File: src/rtl/jtbubl_rom_pkg.sv
// Shared definitions for the Bubble Bobble ROM server.
// Contents:
//   state_t          - fetch FSM state encoding
//   MAIN_OFFSET_DEF  - default SDRAM word address of the main CPU ROM region
//   SUB_OFFSET_DEF   - default SDRAM word address of the sub CPU ROM region
package jtbubl_rom_pkg;

    typedef enum logic [1:0] {
        ST_IDLE     = 2'd0,
        ST_WAIT_ACK = 2'd1,
        ST_WAIT_RDY = 2'd2
    } state_t;

    localparam logic [21:0] MAIN_OFFSET_DEF = 22'h00_0000;
    localparam logic [21:0] SUB_OFFSET_DEF  = 22'h01_0000;

endpackage

File: src/rtl/jtbubl_rom_cache.sv
// One-word read cache for a single byte-addressed ROM client.
// Ports:
//   clk, rst_n          - clock and asynchronous active-low reset
//   clr                 - ROM download in progress: invalidate, suppress misses
//   cs, addr            - client request (byte address)
//   pending             - a fetch for this client is in flight
//   wr_en/wr_valid      - load wr_tag/wr_data; wr_valid is the new valid bit
//   ok, data            - hit indication and selected byte
//   miss                - client needs a fetch
module jtbubl_rom_cache #(
    parameter int AW = 18
) (
    input  logic          clk,
    input  logic          rst_n,
    input  logic          clr,
    input  logic          cs,
    input  logic [AW-1:0] addr,
    input  logic          pending,
    input  logic          wr_en,
    input  logic          wr_valid,
    input  logic [AW-2:0] wr_tag,
    input  logic [15:0]   wr_data,
    output logic          ok,
    output logic [7:0]    data,
    output logic          miss
);

    logic [AW-2:0] tag_q,   tag_d;
    logic          valid_q, valid_d;
    logic [15:0]   word_q,  word_d;

    always_comb begin
        tag_d   = tag_q;
        valid_d = valid_q;
        word_d  = word_q;
        if (wr_en) begin
            tag_d   = wr_tag;
            word_d  = wr_data;
            valid_d = wr_valid;
        end
        // A download rewrites the ROM contents, so nothing cached survives it
        if (clr) begin
            valid_d = 1'b0;
        end
    end

    always_ff @(posedge clk or negedge rst_n) begin
        if (!rst_n) begin
            tag_q   <= '0;
            valid_q <= 1'b0;
            word_q  <= '0;
        end else begin
            tag_q   <= tag_d;
            valid_q <= valid_d;
            word_q  <= word_d;
        end
    end

    // ok depends only on registered cache state plus the live request
    assign ok   = cs && valid_q && (tag_q == addr[AW-1:1]) && !pending;
    assign data = addr[0] ? word_q[15:8] : word_q[7:0];
    assign miss = cs && !ok && !clr;

endmodule

File: src/rtl/jtbubl_rom_server.sv
// Serves the main and sub CPU ROMs from a shared SDRAM port.
// Each client has a one-word cache; misses are fetched one at a time,
// with round-robin arbitration when both clients miss together.
// Ports:
//   clk24, rst_n                  - clock, asynchronous active-low reset
//   downloading                   - ROM download in progress
//   main_rom_* / sub_rom_*        - client byte-addressed read ports
//   sdram_req/addr/ack/rdy/data   - SDRAM word read port
module jtbubl_rom_server
    import jtbubl_rom_pkg::*;
#(
    parameter logic [21:0] SUB_OFFSET  = SUB_OFFSET_DEF,
    parameter logic [21:0] MAIN_OFFSET = MAIN_OFFSET_DEF
) (
    input  logic        clk24,
    input  logic        rst_n,
    input  logic        downloading,
    input  logic        main_rom_cs,
    input  logic [17:0] main_rom_addr,
    output logic        main_rom_ok,
    output logic [7:0]  main_rom_data,
    input  logic        sub_rom_cs,
    input  logic [14:0] sub_rom_addr,
    output logic        sub_rom_ok,
    output logic [7:0]  sub_rom_data,
    output logic        sdram_req,
    output logic [21:0] sdram_addr,
    input  logic        sdram_ack,
    input  logic        sdram_rdy,
    input  logic [15:0] sdram_data
);

    state_t      state_q, state_d;
    logic        grant_q, grant_d;   // 0 = main, 1 = sub
    logic        last_q,  last_d;    // client granted most recently
    logic        req_q,   req_d;
    logic [21:0] addr_q,  addr_d;
    logic [16:0] tag_q,   tag_d;     // word address of the fetch in flight

    logic main_miss, sub_miss;
    logic fetch_done;
    logic pick;

    // Completion also covers ack and rdy arriving together
    assign fetch_done = ((state_q == ST_WAIT_ACK) && sdram_ack && sdram_rdy) ||
                        ((state_q == ST_WAIT_RDY) && sdram_rdy);

    // Contention goes to the client not served last
    assign pick = (main_miss && sub_miss) ? !last_q : sub_miss;

    always_comb begin
        state_d = state_q;
        grant_d = grant_q;
        last_d  = last_q;
        req_d   = req_q;
        addr_d  = addr_q;
        tag_d   = tag_q;
        case (state_q)
            ST_IDLE: begin
                if ((main_miss || sub_miss) && !downloading) begin
                    grant_d = pick;
                    last_d  = pick;
                    req_d   = 1'b1;
                    state_d = ST_WAIT_ACK;
                    if (pick) begin
                        tag_d  = {3'b000, sub_rom_addr[14:1]};
                        addr_d = SUB_OFFSET + {8'd0, sub_rom_addr[14:1]};
                    end else begin
                        tag_d  = main_rom_addr[17:1];
                        addr_d = MAIN_OFFSET + {5'd0, main_rom_addr[17:1]};
                    end
                end
            end
            ST_WAIT_ACK: begin
                if (sdram_ack) begin
                    req_d   = 1'b0;
                    state_d = sdram_rdy ? ST_IDLE : ST_WAIT_RDY;
                end
            end
            ST_WAIT_RDY: begin
                if (sdram_rdy) begin
                    state_d = ST_IDLE;
                end
            end
            default: begin
                req_d   = 1'b0;
                state_d = ST_IDLE;
            end
        endcase
    end

    always_ff @(posedge clk24 or negedge rst_n) begin
        if (!rst_n) begin
            state_q <= ST_IDLE;
            grant_q <= 1'b0;
            last_q  <= 1'b1;   // so that main wins the first contention
            req_q   <= 1'b0;
            addr_q  <= '0;
            tag_q   <= '0;
        end else begin
            state_q <= state_d;
            grant_q <= grant_d;
            last_q  <= last_d;
            req_q   <= req_d;
            addr_q  <= addr_d;
            tag_q   <= tag_d;
        end
    end

    assign sdram_req  = req_q;
    assign sdram_addr = addr_q;

    logic busy;
    assign busy = (state_q != ST_IDLE);

    jtbubl_rom_cache #(.AW(18)) u_main_cache (
        .clk      (clk24),
        .rst_n    (rst_n),
        .clr      (downloading),
        .cs       (main_rom_cs),
        .addr     (main_rom_addr),
        .pending  (busy && !grant_q),
        .wr_en    (fetch_done && !grant_q),
        .wr_valid (!downloading),
        .wr_tag   (tag_q),
        .wr_data  (sdram_data),
        .ok       (main_rom_ok),
        .data     (main_rom_data),
        .miss     (main_miss)
    );

    jtbubl_rom_cache #(.AW(15)) u_sub_cache (
        .clk      (clk24),
        .rst_n    (rst_n),
        .clr      (downloading),
        .cs       (sub_rom_cs),
        .addr     (sub_rom_addr),
        .pending  (busy && grant_q),
        .wr_en    (fetch_done && grant_q),
        .wr_valid (!downloading),
        .wr_tag   (tag_q[13:0]),
        .wr_data  (sdram_data),
        .ok       (sub_rom_ok),
        .data     (sub_rom_data),
        .miss     (sub_miss)
    );

endmodule

File: config.mk
export PLATFORM = sky130hd
export DESIGN_NAME = jtbubl_rom_server
export DESIGN_NICKNAME = d
export VERILOG_FILES = /design/src/rtl/jtbubl_rom_pkg.sv /design/src/rtl/jtbubl_rom_cache.sv /design/src/rtl/jtbubl_rom_server.sv
export SDC_FILE = /design/constraint.sdc
export NUM_CORES = 1
export LEC_CHECK = 0
export BUFFER_PORTS_ARGS = -buffer_cell sky130_fd_sc_hd__buf_4
export CAP_MARGIN = 20
export CORE_ASPECT_RATIO = 0.6
export CORE_MARGIN = 4
export CORE_UTILIZATION = 41
export DETAILED_ROUTE_END_ITERATION = 10
export GPL_TIMING_DRIVEN = 0
export PLACE_DENSITY_LB_ADDON = 0.3
export SYNTH_ARGS = -nofsm -noshare
export SYNTH_HDL_FRONTEND = slang
export SYNTH_SLANG_ARGS = --single-unit
export TNS_END_PERCENT = 10
File: constraint.sdc
create_clock -name clk24 -period 3.11 [get_ports clk24]
set_input_delay 0.311 -clock clk24 [delete_from_list [all_inputs] [get_ports clk24]]
set_output_delay 0.311 -clock clk24 [all_outputs]
set_load 0.1 [all_outputs]
==> impl_metrics.yaml, run 1 <==
worst_hold_path:
  min_delay_path_depth: 2
  hp-start: "sdram_rdy"
  hold_class: "input pin to flip-flop"
  hold-path-endpoint: "state_q[1]"
routing:
  first_pass_iters: 4
  routed_wire_length_per_instance_microns: 18.53
  routed_via_density: 5.239
  drtIter0Drc: 194
  total_detailed_routing_wirelength_mm: 11.15
  drc: 0
  detail-route-antenna-nets: 0
  vias: 3154
sta:
  rsz0062_at_grt: "no"
  setup_slack_ps: 188.1
  fin_crit_sh: 0.9395
  final-setup-viol-count: 0
  finalClockSkew_ps: 10.28
  tightest_slew_ps: 789.1
  headroom_to_the_max_slew_limit: 0.4740
  hold_viol: 0
  period_minus_slack_ps: 2922
  tns_ps: 0
  fmax_mhz: 342.2
  timing.final.max_slew_violations: 0
synthesis:
  synth-edff-count: 0
  syn-instance-count: 356
  post-synth-top-area-cell: "sky130_fd_sc_hd__dfrtp_1"
  synth_top_family_by_area: "multiplexers"
  yosys-mux-area-fraction: 0.2203
  synth-compound-area-share: 0.06454
  synth_simple_gate_area_share: 0.08191
  synth_xor_area_frac: 0.06281
  synth_warnings: 0
  yosys_most_used_dff: "sky130_fd_sc_hd__dfrtp_1"
  synth.cells.most_frequent: "sky130_fd_sc_hd__dfrtp_1, sky130_fd_sc_hd__mux2_2, sky130_fd_sc_hd__buf_4"
  post_synth_instance_area_sq_um: 4323
  synth_area_per_cell_sq_um: 12.14
  post-synth-top-area-fraction: 0.5036
  ys_seq_area_frac: 0.5097
  synth.lib_cells_used.distinct: 38
  yosys.cell_count.top_type: "sky130_fd_sc_hd__dfrtp_1"
  yosys.area_share.adder: 0
  most_area_consuming_cells_after_synthesis: "sky130_fd_sc_hd__dfrtp_1, sky130_fd_sc_hd__mux2_2, sky130_fd_sc_hd__xnor2_1"
  synth_async_sr_flop_share: 1.000
  synth.ff_latch_count: 88
power_and_ir_drop:
  power.leakage_nw: 2.417
  worst_ir_drop_vdd_mv: 0.7205
  power-per-cell-area_nw_per_um2: 1189
clocking:
  clk-insertion-delay-late_ps: 340
  cts_num_sinks: 88
  tritoncts_clock_tree: "yes"
  clk_path_buf_depth: 2
  htree_levels: 3
  clkSlewWorstSetupHoldPaths_ps: 70
  cts_buffers: 9
  clockRootBuffer: "sky130_fd_sc_hd__clkbuf_16"
layout:
  layout_stage_area_growth_over_the_synthesis_result_pct: 28.13
  final_standard_cell_area_without_fillers_sq_um: 5539
  postLayoutCoreUtil: 0.5509
  drive_above_1_share: 0.4647
  antenna_diodes: 0
  number_of_nets_in_the_layout: 518
placed_design:
  postPlaceCellArea_sq_um: 5186
  dp.final_hpwl_mm: 8.275
  dp_worst_setup_slack_ps: 51.97
  routabilityCongestion: 0.9022
  buffer_ports.inserted: 89
setup_path:
  critical-path-top-delay-family: "simple AND/OR/NAND/NOR gates"
  critPathBufInv: 1
  required_ps: 3370
  reg2reg_to: "tag_q[6]"
  cp_max_stage_cell: "sky130_fd_sc_hd__or4b_1"
  worstSetupStartpoint: "u_main_cache.tag_q[1]"
  reg2reg_from: "u_main_cache.tag_q[1]"
  timing.critical_path.from_type: "flip-flop"
  r2r_slack_ps: 190
  setup.worst_path.end_class: "flip-flop"
  maximum_fanout_along_the_worst_path: 10
  critPathArrivalTime_ps: 3180
  slowest_delay_ps: 600
  rr_worst_depth: 7
  criticalPathCategory: "flip-flop to flip-flop"
  timing.critical_path.cells: "xnor2_1 > nand4_1 > or4b_1 > o311ai_2 > clkbuf_2 > nand3_1 > a31oi_1"
grt:
  grt_max_degree: 89
  grt_usage: 0.1854
  number_of_antenna_violations_at_the_first_check_in_global_routing: 0
  grt_remaining_overflow: 0
  grt_pass1_wl_mm: 17.43
  number_of_global_route_vias_before_repair: 3195
floorplan:
  floorplan.rows: 28
  design.portCount: 97
  starting_density_of_the_core: 0.4299
  placeableCoreArea_sq_um: 10050
  design.die.area_sq_um: 12300
  dieHeight_microns: 87.54
  die_x_microns: 140.6
job:
  cap_violations: 0
outcome:
  status: "complete, no violations"
-- layer usage --
layer	wire [microns]	vias to the layer above	global-route usage
li1	-	1462	-
met1	5207	1572	0.2725
met2	4848	108	0.2700
met3	1005	12	0.05456
met4	93	0	0.04749
met5	0	-	0
-- power breakdown --
group | internal (mW) | switching (mW)
registers | 1.68 | 0.364
logic | 1.10 | 2.28
clock network | 0.705 | 0.445
-- cells by family after synthesis --
group / Yosys count
AOI/OAI and AO/OA: 43
xor gates and xnor gates: 31
buffers and inverters: 43
DFF: 88
muxes: 85
other: 1
and+or+nand+nor: 65
-- what timing repair did --
action / in CTS / in global routing
hold buffers: 0 / 1
resized for setup: 0 / 2
setup endpoints to repair: 0 / 10
hold endpoints to repair: 0 / 15
setup buffers: 0 / 0
-- state kept, by name (all words and copies together), names as in the netlist, 2 cells and up --
register and flops:
u_sub_cache.tag_q 14, u_main_cache.word_q 16, tag_q 17, u_main_cache.tag_q 17, state_q 2, u_sub_cache.word_q 16
-- worst max-delay path by stage --
| stage | slack, ps | to | cells past startpoint |
|---|---|---|---|
| 6_report | 190 | tag_q[6] | 7 |
| 5_1_grt | 40 | tag_q[6] | 7 |
| 4_1_cts | 90 | tag_q[6] | 7 |
| 3_5_place_dp | 50 | tag_q[6] | 8 |
| 3_3_place_gp | 190 | tag_q[12] | 8 |
| 2_1_floorplan | -40 | sub_rom_ok | 3 |
-- per-stage QoR --
| step | hold slack, ps | cells | power (mW) |
|---|---|---|---|
| global route | 129.9 | 602 | 6.882 |
| floorplan | 15.41 | 360 | 4.695 |
| global placement | 469.1 | 584 | 5.371 |
| detailed placement | 475.9 | 584 | 5.446 |
| finish | 135.9 | 602 | 6.584 |
| CTS | 125.2 | 600 | 6.608 |
-- cell usage in the layout, fill, tap and decap left out, drive strengths merged, types with 6 or more instances in the layout --
| master | count |
|---|---|
| a31oi | 14 |
| buf | 118 |
| clkbuf | 22 |
| dfrtp | 87 |
| mux2 | 81 |
| nand2 | 6 |
| nand3 | 16 |
| nor2 | 8 |
| nor3 | 16 |
| o21ai | 19 |
| xnor2 | 20 |
| xor2 | 11 |
-- cell type report --
class | instances | area [sq um]
timing repair buffer | 91 | 705.7
inverter | 4 | 15.01
tap | 135 | 168.9
clock inverter | 5 | 81.33
multi-input combinational | 229 | 1887
buffer | 39 | 245.2
sequential | 88 | 2203
fill | 859 | 4516
clock buffer | 11 | 232.7
Power figures use the tool's default switching activity.
==> run 2, diff against run 1 <==
CORE_UTILIZATION = 54   (was 41)
==> run 2 against run 1 <==
Clock power decreased by 5%. Worst hold slack about the same. Register-to-register slack improved by 140 ps. Highest routed layer unchanged. Final cell count decreased by 5.1%. Fmax increased by 5.1%. Combinational power about the same.
==> impl_metrics.yaml, run 2 (synthesis results as in run 1) <==
setup_path:
  cp_max_stage_cell: "sky130_fd_sc_hd__or4b_1"
  required_ps: 3370
  criticalPathCategory: "flip-flop to flip-flop"
  slowest_delay_ps: 600
  rr_worst_depth: 7
  critical_path.endpoint: "tag_q[5]"
  critPathArrivalTime_ps: 3040
  reg2reg_from: "u_main_cache.tag_q[14]"
  worstSetupStartpoint: "u_main_cache.tag_q[14]"
  r2r_slack_ps: 330
  setup.worst_path.end_class: "flip-flop"
  timing.critical_path.from_type: "flip-flop"
  reg2reg_to: "tag_q[5]"
  maximum_fanout_along_the_worst_path: 10
  timing.critical_path.cells: "xnor2_1 > nand4_1 > or4b_1 > o311ai_2 > clkbuf_2 > nand3_1 > a31oi_1"
routing:
  routed_via_density: 5.704
  routed_wire_length_per_instance_microns: 20.15
  first_pass_iters: 4
  drc: 0
  drtIter0Drc: 244
  total_detailed_routing_wirelength_mm: 11.50
  vias: 3257
  detail-route-antenna-nets: 0
outcome:
  status: "complete, no violations"
power_and_ir_drop:
  worst_ir_drop_vdd_mv: 0.6420
  combPwrFrac: 0.519
  power.leakage_nw: 2.416
  swShare: 0.4735
  power-per-cell-area_nw_per_um2: 1196
  p_seq_frac: 0.315
  share_clk_of_total_power: 0.166
  internal-power_mw: 3.453
  total_net_switching_power_mw: 3.106
  totalPowerFinal_mw: 6.559
sta:
  headroom_to_the_max_slew_limit: 0.4653
  period_minus_slack_ps: 2780
  fmax_mhz: 359.7
  final-setup-viol-count: 0
  finalClockSkew_ps: 6.200
  timing.final.max_slew_violations: 0
  tightest_slew_ps: 802.0
  tns_ps: 0
  fin_crit_sh: 0.8938
  rsz0062_at_grt: "no"
  hold_viol: 0
placed_design:
  numPlacedInstances: 553
  dp.final_hpwl_mm: 8.124
  buffer_ports.inserted: 89
  postPlaceCellArea_sq_um: 5147
  routabilityCongestion: 0.9724
floorplan:
  floorplan.rows: 24
  design.die.area_sq_um: 9548
  dieHeight_microns: 77.31
  design.portCount: 97
  starting_density_of_the_core: 0.5758
  die_x_microns: 123.5
  placeableCoreArea_sq_um: 7507
grt:
  grt_pass1_wl_mm: 18.08
  grt_max_degree: 89
  number_of_global_route_vias_before_repair: 3472
  number_of_antenna_violations_at_the_first_check_in_global_routing: 0
  grt_remaining_overflow: 0
  grt_usage: 0.2507
layout:
  final_common_cell: "sky130_fd_sc_hd__buf_4"
  final_standard_cell_area_without_fillers_sq_um: 5487
  number_of_nets_in_the_layout: 518
  top_regs: "tag_q (17), u_main_cache.tag_q (17)"
  antenna_diodes: 0
  final_cell_mix: "sky130_fd_sc_hd__buf_4, sky130_fd_sc_hd__dfrtp_1, sky130_fd_sc_hd__mux2_2"
  drive_above_1_share: 0.4647
  final_cells: 571
  layout_stage_area_growth_over_the_synthesis_result_pct: 26.92
worst_hold_path:
  hold_class: "input pin to flip-flop"
  hp-start: "sdram_rdy"
clocking:
  cts_buffers: 9
  clockRootBuffer: "sky130_fd_sc_hd__clkbuf_16"
  clkSlewWorstSetupHoldPaths_ps: 60
  clk-insertion-delay-late_ps: 340
  htree_levels: 3
  clk_path_buf_depth: 2
  tritoncts_clock_tree: "yes"
  cts_num_sinks: 88
job:
  cap_violations: 0
-- run 2: cell types whose count changed in the layout (fill, tap and decap cells not counted), sizes merged --
cell	change
clkbuf	+2
bufinv	-1
clkinvlp	-1
-- run 2: critical path, delay by kind of cell (launching register included) --
kind,cells,cell delay (ps)
buffers and inverters,1,380
flip-flops,1,390
XOR/XNOR,1,300
AND/OR/NAND/NOR,3,840
AO/OA/AOI/OAI,2,810
-- run 2: metrics by stage --
stage,setup WS [ps],utilization,hold WS [ps]
after floorplan,-44.57,-,15.41
after detailed placement,205.1,0.6857,487.9
after global routing,131.1,0.7308,125.2
after CTS,266.4,0.7257,125.1
final,330.1,0.7308,136.1
after global placement,265.8,0.6857,479.9
-- run 2: final cells by class --
cell class                      count  area (sq um)
Buffer                             39         245.2
Clock inverter                      3         40.04
Multi-Input combinational cell    229          1887
Tap cell                          104         130.1
Fill cell                         551          2021
Inverter                            4         15.01
Sequential cell                    88          2203
Clock buffer                       13         260.3
Timing Repair Buffer               91         705.7
-- run 2: timing repair --
action,in CTS,in global routing
setup endpoints to repair,0,3
hold buffers,0,1
hold endpoints to repair,0,23
resized for setup,0,2
setup buffers,0,0
-- run 2: power groups by stage --
| stage | registers (mW) | clock network, mW | logic, mW |
|---|---|---|---|
| 2_1_floorplan | 2.03 | 0 | 2.66 |
| 3_3_place_gp | 2.02 | 0 | 3.32 |
| 3_5_place_dp | 2.07 | 0 | 3.38 |
| 4_1_cts | 2.06 | 1.10 | 3.40 |
| 5_1_grt | 2.13 | 1.15 | 3.56 |
| 6_report | 2.07 | 1.09 | 3.40 |
-- run 2: worst min path at each step --
stage                      end  slack, ps  cells past startpoint
floorplan              grant_q         20                      0
global placement    state_q[1]        480                      2
detailed placement  state_q[1]        490                      2
CTS                 state_q[1]        130                      2
global route        state_q[1]        130                      2
finish              state_q[1]        140                      2
-- run 2: routing by layer --
metal | up-vias | GRT usage | routed length (microns)
met5 | - | 0 | 0
met2 | 133 | 0.3724 | 5367
met3 | 13 | 0.08309 | 957
met4 | 0 | 0.07182 | 131
met1 | 1648 | 0.3529 | 5048
li1 | 1463 | - | -
